<file path="src/rtl/ps2_pkg.sv">
// Shared PS/2 definitions: FSM states, command bytes and frame constants.
// Imported by the host transmitter and the keyboard receiver.
package ps2_pkg;

    typedef enum logic [2:0] {
        IDLE,
        INHIBIT,
        RTS,
        SHIFT,
        ACK,
        WAIT_IDLE
    } ps2_state_e;

    localparam logic [7:0] PS2_CMD_SET_LEDS = 8'hED;
    localparam logic [7:0] PS2_CMD_RESET    = 8'hFF;
    localparam logic [7:0] PS2_CMD_RESEND   = 8'hFE;
    localparam logic [7:0] PS2_RSP_ACK      = 8'hFA;

    localparam int PS2_FRAME_BITS = 11;

    function automatic logic odd_parity(input logic [7:0] b);
        return ~^b;
    endfunction

endpackage

</file>
<file path="src/rtl/ps2_host_tx_if.sv">
// Host-side command handshake of the PS/2 transmitter.
// The master issues start/txData, the slave reports busy/done/error.
interface ps2_host_tx_if;

    logic       start;
    logic [7:0] txData;
    logic       busy;
    logic       done;
    logic       error;

    modport master (
        output start, txData,
        input  busy, done, error
    );

    modport slave (
        input  start, txData,
        output busy, done, error
    );

endinterface

</file>
<file path="src/rtl/ps2_line_sync.sv">
// 2-FF synchronizers for the PS/2 clock and data lines plus a
// falling-edge detector on the synchronized clock.
module ps2_line_sync (
    input  logic clk,
    input  logic reset,
    input  logic ps2Clk_i,
    input  logic ps2Data_i,
    output logic ps2Clk_o,
    output logic ps2Data_o,
    output logic fallEdge_o
);

    logic clkMeta_q;
    logic clkSync_q;
    logic clkPrev_q;
    logic dataMeta_q;
    logic dataSync_q;

    // Idle PS/2 lines float high, so reset to 1 to avoid a false edge.
    always_ff @(posedge clk) begin
        if (reset) begin
            clkMeta_q  <= 1'b1;
            clkSync_q  <= 1'b1;
            clkPrev_q  <= 1'b1;
            dataMeta_q <= 1'b1;
            dataSync_q <= 1'b1;
        end else begin
            clkMeta_q  <= ps2Clk_i;
            clkSync_q  <= clkMeta_q;
            clkPrev_q  <= clkSync_q;
            dataMeta_q <= ps2Data_i;
            dataSync_q <= dataMeta_q;
        end
    end

    assign ps2Clk_o   = clkSync_q;
    assign ps2Data_o  = dataSync_q;
    assign fallEdge_o = clkPrev_q & ~clkSync_q;

endmodule

</file>
<file path="src/rtl/ps2_host_tx.sv">
// PS/2 host-to-device transmitter: inhibit, request-to-send,
// device-clocked shift-out of data/parity/stop, then ACK check.
module ps2_host_tx
    import ps2_pkg::*;
#(
    parameter int INHIBIT_CYCLES = 2500,
    parameter int TIMEOUT_CYCLES = 50000,
    parameter int CNT_BITS       = 16
) (
    input  logic          clk,
    input  logic          reset,
    ps2_host_tx_if.slave  host,
    input  logic          ps2ClkIn,
    input  logic          ps2DataIn,
    output logic          ps2ClkOe,
    output logic          ps2DataOe
);

    localparam logic [CNT_BITS-1:0] INH_LAST = CNT_BITS'(INHIBIT_CYCLES - 1);
    localparam logic [CNT_BITS-1:0] TMO_LAST = CNT_BITS'(TIMEOUT_CYCLES - 1);
    localparam logic [3:0]          STOP_IDX = 4'(PS2_FRAME_BITS - 2);

    ps2_state_e          state_q;
    logic [CNT_BITS-1:0] cnt_q;
    logic [3:0]          bitCnt_q;
    logic [8:0]          shReg_q;
    logic                clkOe_q;
    logic                dataOe_q;
    logic                busy_q;
    logic                done_q;
    logic                error_q;

    logic clkSync;
    logic dataSync;
    logic fallEdge;
    logic tmo;

    ps2_line_sync u_sync (
        .clk        (clk),
        .reset      (reset),
        .ps2Clk_i   (ps2ClkIn),
        .ps2Data_i  (ps2DataIn),
        .ps2Clk_o   (clkSync),
        .ps2Data_o  (dataSync),
        .fallEdge_o (fallEdge)
    );

    assign tmo = (cnt_q == TMO_LAST);

    always_ff @(posedge clk) begin
        if (reset) begin
            state_q  <= IDLE;
            cnt_q    <= '0;
            bitCnt_q <= '0;
            shReg_q  <= '0;
            clkOe_q  <= 1'b0;
            dataOe_q <= 1'b0;
            busy_q   <= 1'b0;
            done_q   <= 1'b0;
            error_q  <= 1'b0;
        end else begin
            done_q  <= 1'b0;
            error_q <= 1'b0;
            unique case (state_q)
                IDLE: begin
                    clkOe_q  <= 1'b0;
                    dataOe_q <= 1'b0;
                    busy_q   <= 1'b0;
                    if (host.start) begin
                        state_q <= INHIBIT;
                        shReg_q <= {odd_parity(host.txData), host.txData};
                        cnt_q   <= '0;
                        busy_q  <= 1'b1;
                        clkOe_q <= 1'b1;
                    end
                end
                INHIBIT: begin
                    cnt_q <= cnt_q + 1'b1;
                    if (cnt_q == INH_LAST) begin
                        state_q  <= RTS;
                        dataOe_q <= 1'b1;
                    end
                end
                RTS: begin
                    state_q  <= SHIFT;
                    clkOe_q  <= 1'b0;
                    bitCnt_q <= '0;
                    cnt_q    <= '0;
                end
                SHIFT: begin
                    cnt_q <= cnt_q + 1'b1;
                    if (fallEdge) begin
                        cnt_q    <= '0;
                        bitCnt_q <= bitCnt_q + 4'd1;
                        if (bitCnt_q == STOP_IDX) begin
                            dataOe_q <= 1'b0;
                            state_q  <= ACK;
                        end else begin
                            dataOe_q <= ~shReg_q[bitCnt_q];
                        end
                    end else if (tmo) begin
                        state_q  <= IDLE;
                        dataOe_q <= 1'b0;
                        busy_q   <= 1'b0;
                        error_q  <= 1'b1;
                    end
                end
                ACK: begin
                    cnt_q <= cnt_q + 1'b1;
                    if (fallEdge) begin
                        cnt_q <= '0;
                        if (!dataSync) begin
                            state_q <= WAIT_IDLE;
                        end else begin
                            state_q <= IDLE;
                            busy_q  <= 1'b0;
                            error_q <= 1'b1;
                        end
                    end else if (tmo) begin
                        state_q <= IDLE;
                        busy_q  <= 1'b0;
                        error_q <= 1'b1;
                    end
                end
                WAIT_IDLE: begin
                    cnt_q <= cnt_q + 1'b1;
                    if (clkSync && dataSync) begin
                        state_q <= IDLE;
                        busy_q  <= 1'b0;
                        done_q  <= 1'b1;
                    end else if (tmo) begin
                        state_q <= IDLE;
                        busy_q  <= 1'b0;
                        error_q <= 1'b1;
                    end
                end
                default: begin
                    state_q  <= IDLE;
                    clkOe_q  <= 1'b0;
                    dataOe_q <= 1'b0;
                    busy_q   <= 1'b0;
                end
            endcase
        end
    end

    assign ps2ClkOe   = clkOe_q;
    assign ps2DataOe  = dataOe_q;
    assign host.busy  = busy_q;
    assign host.done  = done_q;
    assign host.error = error_q;

endmodule

</file>
<file path="src/flat_wrapper.sv">
// flat-port wrapper written by rule: the top's interface ports become plain ports
module ps2_host_tx_flat import ps2_pkg::*;
#(
    parameter int INHIBIT_CYCLES = 2500,
    parameter int TIMEOUT_CYCLES = 50000,
    parameter int CNT_BITS       = 16
)
  (clk, reset, ps2ClkIn, ps2DataIn, ps2ClkOe, ps2DataOe, host_start, host_txData, host_busy, host_done, host_error);
  ps2_host_tx_if host_i ();
  input  logic clk;
  input  logic reset;
  input  logic ps2ClkIn;
  input  logic ps2DataIn;
  output logic ps2ClkOe;
  output logic ps2DataOe;
  input wire logic [$bits(host_i.start)-1:0] host_start;
  input wire logic [$bits(host_i.txData)-1:0] host_txData;
  output wire logic [$bits(host_i.busy)-1:0] host_busy;
  output wire logic [$bits(host_i.done)-1:0] host_done;
  output wire logic [$bits(host_i.error)-1:0] host_error;
  assign host_i.start = host_start;
  assign host_i.txData = host_txData;
  assign host_busy = host_i.busy;
  assign host_done = host_i.done;
  assign host_error = host_i.error;
  ps2_host_tx #(.INHIBIT_CYCLES(INHIBIT_CYCLES), .TIMEOUT_CYCLES(TIMEOUT_CYCLES), .CNT_BITS(CNT_BITS)) u_core (.clk(clk), .reset(reset), .host(host_i), .ps2ClkIn(ps2ClkIn), .ps2DataIn(ps2DataIn), .ps2ClkOe(ps2ClkOe), .ps2DataOe(ps2DataOe));
endmodule
</file>
<file path="config.mk">
export PLATFORM = sky130hd
export DESIGN_NAME = ps2_host_tx_flat
export DESIGN_NICKNAME = d
export VERILOG_FILES = /design/src/rtl/ps2_pkg.sv /design/src/rtl/ps2_host_tx_if.sv /design/src/rtl/ps2_line_sync.sv /design/src/rtl/ps2_host_tx.sv /design/src/flat_wrapper.sv
export SDC_FILE = /design/constraint.sdc
export NUM_CORES = 1
export LEC_CHECK = 0
export ABC_AREA = 1
export ABC_CLOCK_PERIOD_IN_PS = 1800
export BUFFER_PORTS_ARGS = -buffer_cell sky130_fd_sc_hd__buf_2
export CAP_MARGIN = 20
export CORE_MARGIN = 1.5
export CORE_UTILIZATION = 55
export DETAILED_ROUTE_END_ITERATION = 12
export MAX_ROUTING_LAYER = met4
export PLACE_DENSITY = 0.73
export SYNTH_ARGS = -nofsm -noshare
export SYNTH_HDL_FRONTEND = slang
export SYNTH_SLANG_ARGS = --single-unit
</file>
<file path="constraint.sdc">
create_clock -name clk -period 1.8 [get_ports clk]
set_input_delay 0.45 -clock clk [delete_from_list [all_inputs] [get_ports clk]]
set_output_delay 0.45 -clock clk [all_outputs]
set_load 0.01 [all_outputs]
</file>
==> results by group, run 1 <==
Status
  – Outcome: finished clean

Synthesis
  – Synth top area share: 35.6%
  – Gate Count Post-Synth: 359
  – #FFs+latches synth: 42
  – Post-synthesis compound-gate area fraction: 10.2%
  – Yosys Warn Count: 0
  – Commonest register cell after synthesis: dfxtp_1
  – Async set-reset flop share out of synthesis: 0%
  – Seq/Total Area, Yosys: 35.6%
  – Main combinational cell family by area after synthesis: simple AND/OR/NAND/NOR gates
  – Area leader, netlist: dfxtp_1
  – Post-synthesis xor/xnor area fraction: 3.33%
  – Mux cell area share after synthesis: 0%
  – Top cells by area, synth: dfxtp_1, nand2_1, inv_1
  – Syn avg cell area: 6.59 sq um
  – Synth Area in Simple Gates: 39.4%
  – Post-synth EDFFs: 0
  – Syn nets: about 380
  – Post-Syn Area: about 2400 sq um
  – Post-synthesis adder-cell area fraction: between 1.5 and 2%
  – Post-synth cell types: 33

Cells and area
  – Diodes inserted: 0
  – Filler Cell Count: 383
  – Layout Nets: 398
  – Synth-to-layout area growth: 11.5%
  – Layout cells sized above 1: 14.9%
  – Final std cells w/o fill: 433

Hold path
  – Hold Crit Class: in2reg

Setup path
  – CP Class: reg2reg
  – Critical path launch point type: register
  – Worst-path fanout max: 3
  – CP arrival: 1850 ps
  – R2r setup slk: 140 ps
  – Worst EP required: 1990 ps
  – CP Capture Type: register

STA
  – Max-slew headroom: around three quarters
  – Final min period: 1660 ps
  – Final Skew: 8.51 ps
  – Final worst path period share: between 90% and 100%
  – TNS Setup: 0 ps
  – Unrepaired setup endpoints after global routing: false
  – F_max: roughly 600 MHz
  – Final Hold Viols: 0
  – Slew @ Worst Pin: 353 ps
  – Final setup fails: 0
  – Pins Over Slew Limit: 0
  – Slack of the critical path: 141 ps

Pwr
  – Internal: 0.00163 W
  – Sw frac: about 33%
  – Pwr dens: 923 nW/um^2
  – Sequential fraction of design power: a little over two fifths
  – Clock share of power: around a third
  – Static leakage: 1.21 nW
  – Combinational share of power: between 20% and 30%
  – Peak supply drop: between 0.5 and 0.6 mV
  – Sw power: roughly 0.00080 W

Detailed routing
  – Vias per cell: 5.19
  – Via Count: 2249
  – 1st-iter DRT viols: 128
  – Final ANT Viol Nets: 0
  – First drt pass iteration count: 4
  – Routed WL per cell: between 10 and 15 um
  – # DRC: 0
  – DRT Wirelength: 5240 um

Floorplan
  – Rows: 23
  – Die height: 68.6 um
  – Die area: 4700 sq um
  – CORE AREA: a little over 4000 sq um
  – Starting density of the core: 58.3%
  – Die Width: 68.6 um
  – Ports: 18

Clocking
  – CTS max path bufs: 2
  – Root Driver: clkbuf_8
  – Postcts setup bufs: 0
  – TritonCTS clock tree: yes
  – Number of buffers created by CTS: 5
  – Worst skew pair latency: 300 ps
  – Clk slew on worst S/H paths: 80 ps
  – Sink Count: 42
  – H-Tree Depth: 2

Global routing
  – Largest net degree at the start of global routing: 21
  – Initial antenna violation count: 0
  – Overall Global Routing Usage: about a quarter
  – Vias in the first global route: 2023
  – GRT overflow: 0
  – Global-route wire length before repair: 8980 um

Placed design
  – Final GP Congestion: 0.997
  – Port Buffers: 17
  – HPWL Detailed: 4020 um
  – Placed cells: 425
  – Worst slack, placed: 145 ps

Flow run
  – MaxCap Viol Count: 0
timing repair:
item                                    in CTS  in global routing
gates resized for setup                      0                  2
endpoints found under the setup margin       0                  3
hold buffers                                 0                  0
critical path: stages (launching register included):
cell	delay (ps)
dfxtp_1	380
ha_1	210
nand2_1	90
inv_1	80
nand2_1	70
inv_1	90
nand4_1	200
nor2_2	210
nor2_1	60
nor2_1	110
nor2_1	50
cell type report:
cell class	count	area, sq um	share of cell area (%)
multi-input cells	257	1290	49.1
well taps	50	62.6	2.37
inverters	54	203	7.68
clock inverters	3	45.0	1.71
repair buffers	22	123	4.65
clock buffers	5	68.8	2.61
flip-flops and latches	42	841	31.9
final timing paths:
check / endpoint / cells after the start / from
max: u_core.cnt_q[10] / 10 / u_core.cnt_q[1]
min: u_core.u_sync.dataMeta_q / 2 / ps2DataIn
max reg2reg: u_core.cnt_q[10] / 10 / u_core.cnt_q[1]
min reg2reg: u_core.u_sync.ps2Data_o / 1 / u_core.u_sync.dataMeta_q
cells in the mapped netlist, types with 2 or more instances:
master / instances
nor2_2: 3
nor3_1: 10
o21ai_0: 16
nor2_1: 48
or2_2: 4
xnor2_1: 5
nand2_1: 82
nor2_4: 2
nand2_2: 3
dfxtp_1: 42
ha_1: 3
nand3_2: 2
nor3b_2: 3
clkbuf_1: 4
inv_1: 51
nand4_1: 5
nand2_4: 2
xor2_1: 4
a21oi_1: 26
inv_2: 3
nand3_1: 29
cell usage in the layout (no fill, tap or decap), drive strengths merged:
cell	netlist	final
bufinv	0	1
nand3b	1	1
a22oi	1	1
o21a	1	1
inv	54	54
or2	6	6
xor2	4	4
nand3	31	31
nor2	53	53
xnor2	5	5
dfxtp	42	42
clkinvlp	0	2
nor3	12	12
o211ai	1	1
nor3b	3	3
nand2	87	87
ha	3	3
o21ai	16	16
a21oi	26	26
buf	2	22
nand4	5	5
nor4	1	1
clkbuf	4	5
a31o	1	1
sequential cells by signal, indices dropped and copies added, names as in the netlist:
register / cells
u_core.cnt_q: 16
u_core.shReg_q: 9
u_core.bitCnt_q: 4
u_core.state_q: 3
u_core.host.busy: 1
u_core.host.done: 1
u_core.host.error: 1
u_core.ps2ClkOe: 1
u_core.ps2DataOe: 1
u_core.u_sync.clkMeta_q: 1
u_core.u_sync.clkPrev_q: 1
u_core.u_sync.dataMeta_q: 1
u_core.u_sync.ps2Clk_o: 1
u_core.u_sync.ps2Data_o: 1
power groups by stage:
stage	Clock (W)	Sequential [W]	Combinational [W]
finish	0.000769	0.00106	0.000607
global route	0.000816	0.00107	0.000698
CTS	0.000777	0.00106	0.000603
detailed placement	0	0.00108	0.000599
global placement	0	0.00108	0.000596
floorplan	0	0.00108	0.000470
logic make-up after synthesis:
kind of cell / count (synthesis)
simple gates: 199
buf+inv: 60
fa+ha+maj: 3
xor+xnor: 9
flops: 42
compound gates: 46
stage by stage:
stage | total power [W] | hold slack, ps | cell area (sq um) | utilization (%)
final | 0.00243 | 331 | 2640 | 65.0
after floorplan | 0.00155 | 389 | 2360 | -
after detailed placement | 0.00168 | 392 | 2520 | 62.1
after CTS | 0.00244 | 322 | 2630 | 64.9
after global placement | 0.00167 | 395 | 2520 | 62.1
after global routing | 0.00259 | 325 | 2640 | 65.0
metal layers:
layer	global-route usage, %	vias to the layer above	wire length, um	share of wire (%)
met4	7.25	0	34	0.65
met5	-	-	0	0
met2	34.9	86	2130	41
li1	-	1181	-	-
met1	38.6	978	2690	51
met3	6.01	4	383	7.3
No activity file was read; power rests on OpenSTA's default activity.
==> run 2: changes to the inputs <==
--- a/config.mk
+++ b/config.mk
@@ -7,10 +7,11 @@
 export LEC_CHECK = 0
 export ABC_AREA = 1
 export ABC_CLOCK_PERIOD_IN_PS = 1800
-export BUFFER_PORTS_ARGS = -buffer_cell sky130_fd_sc_hd__buf_2
+export BUFFER_PORTS_ARGS = -buffer_cell sky130_fd_sc_hd__buf_4
 export CAP_MARGIN = 20
 export CORE_MARGIN = 1.5
 export CORE_UTILIZATION = 55
+export CTS_BUF_LIST = sky130_fd_sc_hd__clkbuf_16
 export DETAILED_ROUTE_END_ITERATION = 12
 export MAX_ROUTING_LAYER = met4
 export PLACE_DENSITY = 0.73
==> run 2 against run 1 <==
  * First-iteration DRC count grew 100%
  * Sequential cell count unchanged
  * Design area increased by 3.5%
  * Critical path depth is the same
  * Critical endpoint unchanged
  * Largest cell class unchanged
  * Highest routed layer unchanged
==> results by group, run 2 (same netlist as run 1, synthesis figures left out) <==
Floorplan
  – Die area: 4700 sq um
  – CORE AREA: 4060 sq um
  – Die Width: around 69 um
  – Rows: 23
  – Ports: 18
  – Die height: 68.6 um
  – Starting density of the core: roughly three fifths

Cells and area
  – Layout cells sized above 1: 14.7%
  – Filler Cell Count: 350
  – Synth-to-layout area growth: 15.4%
  – Diodes inserted: 0
  – Post-Layout Inst Area: around 2700 sq um
  – Most common cell after layout, fill and taps aside: nand2_1
  – Layout Nets: 397
  – Final core utilization: 67.3%
  – Max reg flops: 16
  – Top reg by flops: u_core.cnt_q
  – Most frequent cells in the layout: nand2_1, inv_1, nor2_1, dfxtp_1, nand3_1
  – Largest regs: u_core.cnt_q: 16 flops, u_core.shReg_q: 9 flops, u_core.bitCnt_q: 4 flops
  – Final std cells w/o fill: 432

STA
  – Final Skew: between 4 and 5 ps
  – Slew @ Worst Pin: between 300 and 400 ps
  – Final min period: 1680 ps
  – F_max: 594 MHz
  – Pins Over Slew Limit: 0
  – TNS Setup: 0 ps
  – Final Hold Viols: 0
  – Final worst path period share: around 94%
  – Unrepaired setup endpoints after global routing: true
  – Final setup fails: 0
  – Max-slew headroom: 76.0%

Clocking
  – H-Tree Depth: 2
  – Clk slew on worst S/H paths: 60 ps
  – Number of buffers created by CTS: 5
  – CTS max path bufs: 2
  – Sink Count: 42
  – TritonCTS clock tree: yes
  – Root Driver: clkbuf_16
  – Worst skew pair latency: 280 ps

Detailed routing
  – Via Count: 2348
  – Final ANT Viol Nets: 0
  – First drt pass iteration count: 7
  – Routed WL per cell: 12.8 um
  – 1st-iter DRT viols: 261
  – # DRC: 0
  – Vias per cell: about 5.4
  – DRT Wirelength: ~5500 um

Pwr
  – Pwr dens: 992 nW/um^2
  – Peak supply drop: a little over 0.7 mV
  – Static leakage: between 1 and 1.5 nW
  – Pwr Total: 0.00271 W

Placed design
  – Port Buffers: 17
  – Final GP Congestion: just over 1
  – Placed cells: around 420
  – Placed cell areas: 2550 sq um
  – HPWL Detailed: 4070 um

Setup path
  – R2R cell count: 10
  – Reg2Reg Launch Point: u_core.cnt_q[0]
  – Worst-path fanout max: 4
  – CP Class: reg2reg
  – Worst Setup SP: u_core.cnt_q[0]
  – CP arrival: approximately 1900 ps
  – Worst EP required: 1970 ps
  – Critical Path Sink: u_core.cnt_q[10]
  – Reg-to-reg endpoint: u_core.cnt_q[10]
  – Critical path launch point type: register
  – R2r setup slk: 120 ps
  – CP Capture Type: register

Global routing
  – Initial antenna violation count: 0
  – Global-route wire length before repair: slightly below 9000 um
  – GRT overflow: 0
  – Overall Global Routing Usage: 26.1%
  – Largest net degree at the start of global routing: 21
  – Vias in the first global route: 1936

Hold path
  – Hold Crit Class: in2reg
  – Hold path cells: 2

Status
  – Outcome: finished clean

Flow run
  – MaxCap Viol Count: 0
## run 2: changes by cell type in the layout (fill, tap and decap cells not counted), sizes merged
cell | before | now
buf | 22 | 21
clkinv | 0 | 2
clkinvlp | 2 | 0
## run 2: final cells by class
cell class | instances | area [sq um] | area share (%)
clock buffer | 5 | 125 | 4.59
clock inverter | 3 | 40.0 | 1.47
timing repair buffer | 21 | 158 | 5.78
multi-input combinational | 257 | 1300 | 47.6
tap | 50 | 62.6 | 2.29
inverter | 54 | 203 | 7.43
sequential | 42 | 841 | 30.8
## run 2: metrics by stage
| step | hold slack, ps | setup WS [ps] |
|---|---|---|
| CTS | 349 | 130 |
| detailed placement | 396 | 169 |
| global placement | 394 | 120 |
| floorplan | 389 | 465 |
| finish | 352 | 115 |
| global route | 353 | -10.7 |
## run 2: per-layer routing
metal  part of all wire [%]  global-route usage [%]  up-vias
met4                    1.7                    8.25        0
met3                    8.4                    5.03       13
met2                     42                    35.5       98
li1                       -                       -     1186
met1                     48                    38.7     1051
met5                      0                       -        -
## run 2: worst min path at each step
stage	startpoint	to	slack (ps)
global placement	u_core.u_sync.dataMeta_q	u_core.u_sync.ps2Data_o	390
CTS	ps2DataIn	u_core.u_sync.dataMeta_q	350
global route	ps2DataIn	u_core.u_sync.dataMeta_q	350
detailed placement	u_core.u_sync.dataMeta_q	u_core.u_sync.ps2Data_o	400
floorplan	u_core.u_sync.clkMeta_q	u_core.u_sync.ps2Clk_o	390
finish	ps2DataIn	u_core.u_sync.dataMeta_q	350
## run 2: power breakdown
part	internal [W]	switching (W)	total, W
Sequential	0.00101	0.0000508	0.00106
Clock	0.000649	0.000363	0.00101
Combinational	0.000223	0.000410	0.000633
## run 2: timing repair
item / CTS / global route
hold buffers: 0 / 0
buffers inserted: 0 / 0
resized for setup: 0 / 3
setup endpoints to repair: 0 / 7
## run 2: worst max-delay path: stages (launching register included)
cell,delay [ps]
dfxtp_1,370
ha_1,200
nand2_1,90
inv_1,80
nand2_1,80
inv_1,110
nand4_1,230
nor2_2,220
nor2_1,70
nor2_1,100
nor2_1,50
